$ cat src/rtl/nx1_vram_arb_pkg.sv
// nx1_vram_pkg: region codes, arbiter state encoding and GRAM plane priority shared by the VRAM arbiter
package nx1_vram_pkg;

    localparam logic [2:0] REG_ATTR  = 3'd0;
    localparam logic [2:0] REG_TEXT  = 3'd1;
    localparam logic [2:0] REG_KANJI = 3'd2;
    localparam logic [2:0] REG_B     = 3'd3;
    localparam logic [2:0] REG_R     = 3'd4;
    localparam logic [2:0] REG_G     = 3'd5;

    // Plane mask bit positions; a lower bit is serviced first (B, then R, then G).
    localparam int PL_B = 0;
    localparam int PL_R = 1;
    localparam int PL_G = 2;

    typedef enum logic [1:0] {ST_IDLE, ST_DSP, ST_CPU, ST_CPU_NXT} state_t;

    function automatic logic [2:0] plane_region(input logic [2:0] mask);
        return mask[PL_B] ? REG_B : mask[PL_R] ? REG_R : REG_G;
    endfunction

endpackage

$ cat src/rtl/nx1_vram_arb_if.sv
// nx1_vram_arb_if: CPU bus, display fetch and SRAM port signals of the VRAM arbiter
interface nx1_vram_arb_if;

    logic        I_RD_n, I_WR_n;
    logic [13:0] I_A;
    logic [7:0]  I_D;
    logic        I_ATTR_CS, I_TEXT_CS, I_KANJI_CS, I_GRB_CS, I_GRR_CS, I_GRG_CS;
    logic [7:0]  O_CPU_D;
    logic        O_WAIT_n;
    logic        I_DSP_REQ;
    logic [16:0] I_DSP_A;
    logic        O_DSP_ACK;
    logic [7:0]  O_DSP_D;
    logic        O_MEM_CE, O_MEM_WE;
    logic [16:0] O_MEM_A;
    logic [7:0]  O_MEM_D;
    logic [7:0]  I_MEM_Q;

    modport master (
        output I_RD_n, I_WR_n, I_A, I_D, I_ATTR_CS, I_TEXT_CS, I_KANJI_CS,
               I_GRB_CS, I_GRR_CS, I_GRG_CS, I_DSP_REQ, I_DSP_A, I_MEM_Q,
        input  O_CPU_D, O_WAIT_n, O_DSP_ACK, O_DSP_D, O_MEM_CE, O_MEM_WE, O_MEM_A, O_MEM_D
    );

    modport slave (
        input  I_RD_n, I_WR_n, I_A, I_D, I_ATTR_CS, I_TEXT_CS, I_KANJI_CS,
               I_GRB_CS, I_GRR_CS, I_GRG_CS, I_DSP_REQ, I_DSP_A, I_MEM_Q,
        output O_CPU_D, O_WAIT_n, O_DSP_ACK, O_DSP_D, O_MEM_CE, O_MEM_WE, O_MEM_A, O_MEM_D
    );

endinterface

$ cat src/rtl/nx1_vram_arb_seq.sv
// nx1_vram_seq: MEM_CYC-long SRAM access timer producing CE/WE and the last-cycle sample strobe
module nx1_vram_seq #(
    parameter int MEM_CYC = 2
) (
    input  logic i_clk,
    input  logic i_rst_n,
    input  logic i_act,
    input  logic i_we,
    output logic o_ce,
    output logic o_we,
    output logic o_last
);

    logic [2:0] r_cnt;

    // Count clocks of the running access; restart from zero once it ends or the bus idles.
    always_ff @(posedge i_clk or negedge i_rst_n) begin
        if (!i_rst_n) r_cnt <= 3'd0;
        else          r_cnt <= (i_act && !o_last) ? r_cnt + 3'd1 : 3'd0;
    end

    // Strobes decode straight from the access state so a reset drops them without waiting for a clock.
    always_comb begin
        o_ce   = i_act;
        o_we   = i_act & i_we;
        o_last = i_act && (r_cnt == 3'(MEM_CYC - 1));
    end

endmodule

$ cat src/rtl/nx1_vram_arb.sv
// nx1_vram_arb: shares one VRAM SRAM port between Z80 I/O VRAM cycles and CRTC display fetch.
// Define NX1_DAM_MULTIWRITE_EN to write every selected GRAM plane of a DAM write in turn.
module nx1_vram_arb #(
    parameter int MEM_CYC     = 2,
    parameter int STARVE_MAX  = 4,
    parameter int def_X1TURBO = 0
) (
    input  logic            I_CLK,
    input  logic            I_RESET_n,
    nx1_vram_arb_if.slave   bus
);
    import nx1_vram_pkg::*;

    localparam int SW = $clog2(STARVE_MAX + 2);

    state_t        r_state, w_nxt;
    logic [SW-1:0] r_starve;
    logic          r_cpu_done, r_we, r_dsp_ack;
    logic [7:0]    r_cpu_d, r_dsp_d, r_mem_d;
    logic [16:0]   r_mem_a;
    logic [2:0]    w_gmask, w_region;
    logic [13:0]   w_off;
    logic          w_kanji, w_cpu_req, w_pend, w_dsp_go, w_more, w_last, w_act, w_we_req, w_ce, w_we;
`ifdef NX1_DAM_MULTIWRITE_EN
    logic [2:0]    r_mask, w_nmask;
`endif

    assign w_act    = (r_state == ST_DSP) || (r_state == ST_CPU);
    assign w_we_req = (r_state == ST_CPU) && r_we;

    nx1_vram_seq #(.MEM_CYC(MEM_CYC)) u_seq (
        .i_clk   (I_CLK),
        .i_rst_n (I_RESET_n),
        .i_act   (w_act),
        .i_we    (w_we_req),
        .o_ce    (w_ce),
        .o_we    (w_we),
        .o_last  (w_last)
    );

    // Decode the CPU request and its SRAM address, then choose the next arbiter state.
    always_comb begin
        w_kanji   = bus.I_KANJI_CS && (def_X1TURBO != 0);
        w_cpu_req = (bus.I_ATTR_CS | bus.I_TEXT_CS | w_kanji | bus.I_GRB_CS | bus.I_GRR_CS | bus.I_GRG_CS)
                    & (~bus.I_RD_n | ~bus.I_WR_n);
        w_pend    = w_cpu_req & ~r_cpu_done;
        w_dsp_go  = bus.I_DSP_REQ && (!w_pend || (r_starve < SW'(STARVE_MAX)));
        w_gmask       = 3'b000;
        w_gmask[PL_B] = bus.I_GRB_CS;
        w_gmask[PL_R] = bus.I_GRR_CS;
        w_gmask[PL_G] = bus.I_GRG_CS;
        w_region  = bus.I_ATTR_CS ? REG_ATTR : bus.I_TEXT_CS ? REG_TEXT : w_kanji ? REG_KANJI : plane_region(w_gmask);
        w_off     = (w_region > REG_KANJI) ? bus.I_A : {3'b000, bus.I_A[10:0]};
`ifdef NX1_DAM_MULTIWRITE_EN
        w_nmask   = r_mask & (r_mask - 3'd1);
        w_more    = r_we && w_cpu_req && (w_nmask != 3'd0);
`else
        w_more    = 1'b0;
`endif
        w_nxt = r_state;
        case (r_state)
            ST_IDLE:    w_nxt = w_dsp_go ? ST_DSP : w_pend ? ST_CPU : ST_IDLE;
            ST_DSP:     w_nxt = w_last ? ST_IDLE : ST_DSP;
            ST_CPU:     w_nxt = !w_last ? ST_CPU : w_more ? ST_CPU_NXT : ST_IDLE;
`ifdef NX1_DAM_MULTIWRITE_EN
            ST_CPU_NXT: w_nxt = ST_CPU;
`endif
            default:    w_nxt = ST_IDLE;
        endcase
    end

    // Arbiter state register.
    always_ff @(posedge I_CLK or negedge I_RESET_n) begin
        if (!I_RESET_n) r_state <= ST_IDLE;
        else            r_state <= w_nxt;
    end

    // Latch grant parameters, capture read data and track CPU completion and display starvation.
    always_ff @(posedge I_CLK or negedge I_RESET_n) begin
        if (!I_RESET_n) begin
            r_starve   <= '0;
            r_cpu_done <= 1'b0;
            r_we       <= 1'b0;
            r_dsp_ack  <= 1'b0;
            r_cpu_d    <= 8'hFF;
            r_dsp_d    <= 8'h00;
            r_mem_d    <= 8'h00;
            r_mem_a    <= 17'h0;
`ifdef NX1_DAM_MULTIWRITE_EN
            r_mask     <= 3'b000;
`endif
        end else begin
            r_dsp_ack <= (r_state == ST_DSP) && w_last;
            if ((r_state == ST_DSP) && w_last) r_dsp_d <= bus.I_MEM_Q;
            if ((r_state == ST_CPU) && w_last && !r_we) r_cpu_d <= bus.I_MEM_Q;
            if ((r_state == ST_IDLE) && w_dsp_go) r_mem_a <= bus.I_DSP_A;
            else if ((r_state == ST_IDLE) && w_pend) begin
                r_mem_a <= {w_region, w_off};
                r_mem_d <= bus.I_D;
                r_we    <= ~bus.I_WR_n;
`ifdef NX1_DAM_MULTIWRITE_EN
                r_mask  <= w_gmask;
            end else if (r_state == ST_CPU_NXT) begin
                r_mask         <= w_nmask;
                r_mem_a[16:14] <= plane_region(w_nmask);
`endif
            end
            r_cpu_done <= w_cpu_req && (r_cpu_done || ((r_state == ST_CPU) && w_last && !w_more));
            r_starve   <= !w_pend ? '0 : (r_state != ST_IDLE) ? r_starve : w_dsp_go ? r_starve + 1'b1 : '0;
        end
    end

    assign bus.O_MEM_CE  = w_ce;
    assign bus.O_MEM_WE  = w_we;
    assign bus.O_MEM_A   = r_mem_a;
    assign bus.O_MEM_D   = r_mem_d;
    assign bus.O_CPU_D   = r_cpu_d;
    assign bus.O_DSP_D   = r_dsp_d;
    assign bus.O_DSP_ACK = r_dsp_ack;
    assign bus.O_WAIT_n  = ~(I_RESET_n & w_cpu_req & ~r_cpu_done);

endmodule

$ cat src/flat_wrapper.sv
// flat-port wrapper written by rule: the top's interface ports become plain ports
module nx1_vram_arb_flat import nx1_vram_pkg::*;
#(
    parameter int MEM_CYC     = 2,
    parameter int STARVE_MAX  = 4,
    parameter int def_X1TURBO = 0
)
  (I_CLK, I_RESET_n, bus_I_RD_n, bus_I_WR_n, bus_I_A, bus_I_D, bus_I_ATTR_CS, bus_I_TEXT_CS, bus_I_KANJI_CS, bus_I_GRB_CS, bus_I_GRR_CS, bus_I_GRG_CS, bus_I_DSP_REQ, bus_I_DSP_A, bus_I_MEM_Q, bus_O_CPU_D, bus_O_WAIT_n, bus_O_DSP_ACK, bus_O_DSP_D, bus_O_MEM_CE, bus_O_MEM_WE, bus_O_MEM_A, bus_O_MEM_D);
  nx1_vram_arb_if bus_i ();
  input  logic I_CLK;
  input  logic I_RESET_n;
  input wire logic [$bits(bus_i.I_RD_n)-1:0] bus_I_RD_n;
  input wire logic [$bits(bus_i.I_WR_n)-1:0] bus_I_WR_n;
  input wire logic [$bits(bus_i.I_A)-1:0] bus_I_A;
  input wire logic [$bits(bus_i.I_D)-1:0] bus_I_D;
  input wire logic [$bits(bus_i.I_ATTR_CS)-1:0] bus_I_ATTR_CS;
  input wire logic [$bits(bus_i.I_TEXT_CS)-1:0] bus_I_TEXT_CS;
  input wire logic [$bits(bus_i.I_KANJI_CS)-1:0] bus_I_KANJI_CS;
  input wire logic [$bits(bus_i.I_GRB_CS)-1:0] bus_I_GRB_CS;
  input wire logic [$bits(bus_i.I_GRR_CS)-1:0] bus_I_GRR_CS;
  input wire logic [$bits(bus_i.I_GRG_CS)-1:0] bus_I_GRG_CS;
  input wire logic [$bits(bus_i.I_DSP_REQ)-1:0] bus_I_DSP_REQ;
  input wire logic [$bits(bus_i.I_DSP_A)-1:0] bus_I_DSP_A;
  input wire logic [$bits(bus_i.I_MEM_Q)-1:0] bus_I_MEM_Q;
  output wire logic [$bits(bus_i.O_CPU_D)-1:0] bus_O_CPU_D;
  output wire logic [$bits(bus_i.O_WAIT_n)-1:0] bus_O_WAIT_n;
  output wire logic [$bits(bus_i.O_DSP_ACK)-1:0] bus_O_DSP_ACK;
  output wire logic [$bits(bus_i.O_DSP_D)-1:0] bus_O_DSP_D;
  output wire logic [$bits(bus_i.O_MEM_CE)-1:0] bus_O_MEM_CE;
  output wire logic [$bits(bus_i.O_MEM_WE)-1:0] bus_O_MEM_WE;
  output wire logic [$bits(bus_i.O_MEM_A)-1:0] bus_O_MEM_A;
  output wire logic [$bits(bus_i.O_MEM_D)-1:0] bus_O_MEM_D;
  assign bus_i.I_RD_n = bus_I_RD_n;
  assign bus_i.I_WR_n = bus_I_WR_n;
  assign bus_i.I_A = bus_I_A;
  assign bus_i.I_D = bus_I_D;
  assign bus_i.I_ATTR_CS = bus_I_ATTR_CS;
  assign bus_i.I_TEXT_CS = bus_I_TEXT_CS;
  assign bus_i.I_KANJI_CS = bus_I_KANJI_CS;
  assign bus_i.I_GRB_CS = bus_I_GRB_CS;
  assign bus_i.I_GRR_CS = bus_I_GRR_CS;
  assign bus_i.I_GRG_CS = bus_I_GRG_CS;
  assign bus_i.I_DSP_REQ = bus_I_DSP_REQ;
  assign bus_i.I_DSP_A = bus_I_DSP_A;
  assign bus_i.I_MEM_Q = bus_I_MEM_Q;
  assign bus_O_CPU_D = bus_i.O_CPU_D;
  assign bus_O_WAIT_n = bus_i.O_WAIT_n;
  assign bus_O_DSP_ACK = bus_i.O_DSP_ACK;
  assign bus_O_DSP_D = bus_i.O_DSP_D;
  assign bus_O_MEM_CE = bus_i.O_MEM_CE;
  assign bus_O_MEM_WE = bus_i.O_MEM_WE;
  assign bus_O_MEM_A = bus_i.O_MEM_A;
  assign bus_O_MEM_D = bus_i.O_MEM_D;
  nx1_vram_arb #(.MEM_CYC(MEM_CYC), .STARVE_MAX(STARVE_MAX), .def_X1TURBO(def_X1TURBO)) u_core (.I_CLK(I_CLK), .I_RESET_n(I_RESET_n), .bus(bus_i));
endmodule
$ cat config.mk
export PLATFORM = sky130hd
export DESIGN_NAME = nx1_vram_arb_flat
export DESIGN_NICKNAME = d
export VERILOG_FILES = /design/src/rtl/nx1_vram_arb_pkg.sv /design/src/rtl/nx1_vram_arb_if.sv /design/src/rtl/nx1_vram_arb_seq.sv /design/src/rtl/nx1_vram_arb.sv /design/src/flat_wrapper.sv
export SDC_FILE = /design/constraint.sdc
export NUM_CORES = 1
export LEC_CHECK = 0
export BUFFER_PORTS_ARGS = -buffer_cell sky130_fd_sc_hd__buf_2
export CELL_PAD_IN_SITES_DETAIL_PLACEMENT = 0
export CELL_PAD_IN_SITES_GLOBAL_PLACEMENT = 1
export CORE_MARGIN = 4
export CORE_UTILIZATION = 33
export CTS_CLUSTER_SIZE = 10
export DETAILED_ROUTE_END_ITERATION = 6
export PLACE_DENSITY = 0.74
export SETUP_SLACK_MARGIN = 0.2
export SLEW_MARGIN = 10
export SYNTH_ARGS = -nofsm -noshare
export SYNTH_HDL_FRONTEND = slang
export SYNTH_SLANG_ARGS = --single-unit
$ cat constraint.sdc
create_clock -name I_CLK -period 1.7 [get_ports I_CLK]
set_input_delay 0.255 -clock I_CLK [delete_from_list [all_inputs] [get_ports I_CLK]]
set_output_delay 0.255 -clock I_CLK [all_outputs]
set_load 0.005 [all_outputs]
==> results.tsv <==
stage	metric	value	unit
clock_tree	cts_buffer_depth	2	
clock_tree	insertion_delay	0.31	ns
place	post_dp_cell_area	3120	um2
cells_and_area	layout-drive-gt1-share	0.643	
synthesis	yosysTopAreaCell	dfrtp_1	
critical_path	max_stage_delay	0.42	ns
global_routing	grt_max_degree	53	
critical_path	worstPathMaxFanout	11	
critical_path	worstPathCellList	a21o_4, a2111oi_4, buf_12, mux2_4	
timing	fmax	608	MHz
drt	wire_per_inst	15.3	um
hold_path	min_path_type	in2async	
global_routing	grt_pass1_vias	1940	
critical_path	cpLargestDelayFamily	compound AO/OA/AOI/OAI gates	
synthesis	synth_top_area_frac	0.465	
timing	slew_violations	0	
global_routing	overflow	0	
synthesis	synth-main-ff-cell	dfrtp_1	
die	initial_core_util	0.345	
drt	top_layer_used	met4	
critical_path	worst-path-buf-inv	1	
critical_path	arrival	1.83	ns
clock_tree	hold_buffers	0	
drt	drtIter0Drc	49	
critical_path	crit_required	1.89	ns
synthesis	yosysWarningCount	0	
synthesis	async_flop_share	1.00	
synthesis	ys_ff_latch	52	
drt	dr_wl_met2	2990	um
die	die_h	92.7	um
timing	finalClockSkew	0.0108	ns
synthesis	yosysSeqAreaShare	0.553	
synthesis	netlist_instances	172	
timing	post-route-period-util	0.967	
run_status	status	completed	
synthesis	synthXorXnorAreaFrac	0	
critical_path	startpoint_type	register	
critical_path	cp_slowest_cell	a2111oi_4	
clock_tree	cts_buffers	5	
drt	wl	6170	um
clock_tree	clockRootBuffer	clkbuf_8	
place	place.gp.congestion	0.672	
drt	drc	0	
timing	finalSetupViolCount	0	
timing	whs	0.0983	ns
drt	ant_nets	0	
critical_path	crit_type	reg2reg	
timing	hold_viol_final	0	
die	ios	103	
synthesis	synth_area_per_cell	13.8	um2
cells_and_area	antenna_cells	0	
timing	timing.setup.tns	0	ns
synthesis	muxShareOfSynthArea	0.135	
critical_path	end_kind	register	
die	fp-row-count	30	
drt	routed-wl-met3	344	um
synthesis	synth-simple-area-share	0.108	
cells_and_area	area_growth	51.2	%
global_routing	antenna_found_initial	0	
synthesis	synth_compound_area_frac	0.136	
clock_tree	cts_tree	yes	
cells_and_area	nets	372	
power	pwr_density_cell	1600	nW/um2
drt	m1WireLength	2740	um
global_routing	grt_pass1_wl	9340	um
power	ir_drop	0.000630	V
drt	via_count	1863	
drt	drt_first_pass_iters	4	
die	dieWidth	92.7	um
synthesis	synth_common_cells	dfrtp_1 (44), a221o_1 (17), mux2_2 (16), and2_1 (11)	
timing	rsz0062_at_grt	yes	
place	io_buffers	101	
clock_tree	cts-htree-levels	2	
drt	via_per_inst	4.61	
synthesis	ys_types	36	
run	drv_cap	0	
die	die-area	8600	um2
timing	tightest_slew	0.641	ns
synthesis	netlist_top_cells_area	dfrtp_1 (46%), dfstp_2 (8.9%), mux2_2 (7.6%), a221o_1 (7.2%), mux2_4 (5.1%)	
synthesis	syn_area	2370	um2
timing	max_slew_margin	0.573	
clock_tree	clk_pin_slew_worst_paths	0.09	ns
synthesis	synth_top_family_by_area	compound AO/OA/AOI/OAI gates	
cells_and_area	postLayoutCellArea	3580	um2
synthesis	yosysMostFrequentCell	dfrtp_1	
power	p_total	5740	uW
synthesis	synth-adder-area-share	0.0370	
die	core	6870	um2
clock_tree	clock-sinks	52	
global_routing	grtUsageTotal	0.137	
synthesis	synth_fp_nets	237	
timing	period_needed	1.64	ns
place	hpwl	4220	um
synthesis	synth-edff-count	0	
power	leakagePower	0.00183	uW
layout make-up:
cell class                 instances  area [um2]
inverter                           7        26.3
timing repair buffer             133         890
clock inverter                     2        35.0
fill                             612        3290
multi-input combinational        108        1130
sequential                        52        1310
clock buffer                       6        72.6
tap                               96         120
logic make-up (layout without fill, tap and decap cells):
| kind of cell | count (synthesis) | count (layout) |
|---|---|---|
| flip-flops | 52 | 52 |
| AND/OR/NAND/NOR | 43 | 43 |
| AO/OA/AOI/OAI | 32 | 32 |
| multiplexers | 26 | 26 |
| buffers and inverters | 12 | 148 |
| adder cells (fa/ha/maj) | 7 | 7 |
path summary, 6_finish.rpt:
kind | startpoint | end | slack, ns | cells past startpoint
worst max-delay path | u_core.r_cpu_done | u_core.bus.O_MEM_D[3] | 0.06 | 4
worst min-delay path | I_RESET_n | u_core.u_seq.r_cnt[1] | 0.1 | 2
worst max register to register | u_core.r_cpu_done | u_core.bus.O_MEM_D[3] | 0.06 | 4
worst min register to register | u_core.bus.O_DSP_D[0] | u_core.bus.O_DSP_D[0] | 0.51 | 1
max in group asynchronous | I_RESET_n | u_core.bus.O_MEM_A[8] | 1.17 | 2
min in group I_CLK | bus_I_RD_n | u_core.r_cpu_done | 0.18 | 2
cells in the final DEF, fill, tap and decap left out, drive strengths merged:
cell type	instances
buf	131
dfrtp	44
mux2	24
a221o	17
and2	16
nor2	9
dfstp	8
clkbuf	8
a21oi	7
ha	7
inv	7
nor2b	4
nand2	4
nor3	3
o21ai	3
mux2i	2
a21o	2
and3b	1
o21ba	1
a2111oi	1
a221oi	1
and3	1
nand3	1
or3b	1
nor4	1
and2b	1
nor3b	1
bufinv	1
clkinv	1
per-layer routing:
| metal | GRT usage | vias up |
|---|---|---|
| li1 | - | 896 |
| met1 | 0.171 | 899 |
| met2 | 0.235 | 60 |
| met3 | 0.0341 | 8 |
| met4 | 0.0403 | 0 |
| met5 | 0 | - |
repair_timing:
action	CTS	global route
cloned	1	3
setup endpoints to repair	43	47
gates resized for setup	20	19
pin swaps	8	19
buffers inserted	8	6
flip-flops by register name, summed over array words and instances (netlist names):
signal	count
u_core.r_cpu_done	1
u_core.bus.O_DSP_D	8
u_core.r_state	2
u_core.u_seq.r_cnt	3
u_core.bus.O_MEM_D	8
u_core.bus.O_DSP_ACK	1
u_core.bus.O_CPU_D	8
u_core.r_we	1
u_core.bus.O_MEM_A	17
u_core.r_starve	3
where the power goes:
| part | switching [uW] | leakage (uW) | internal, uW |
|---|---|---|---|
| logic | 1110 | 0.00115 | 1710 |
| registers | 271 | 0.000628 | 1810 |
| clock network | 402 | 0.0000552 | 438 |
per-stage QoR:
step / cells / setup WS, ns / utilization
after floorplan: 172 / 0.0961 / -
after global placement: 378 / -0.0705 / 0.454
after detailed placement: 378 / -0.0603 / 0.454
after CTS: 395 / 0.0474 / 0.496
after global routing: 404 / -0.0117 / 0.521
final: 404 / 0.0556 / 0.521
Note: power is estimated with default switching activity, not from simulation.
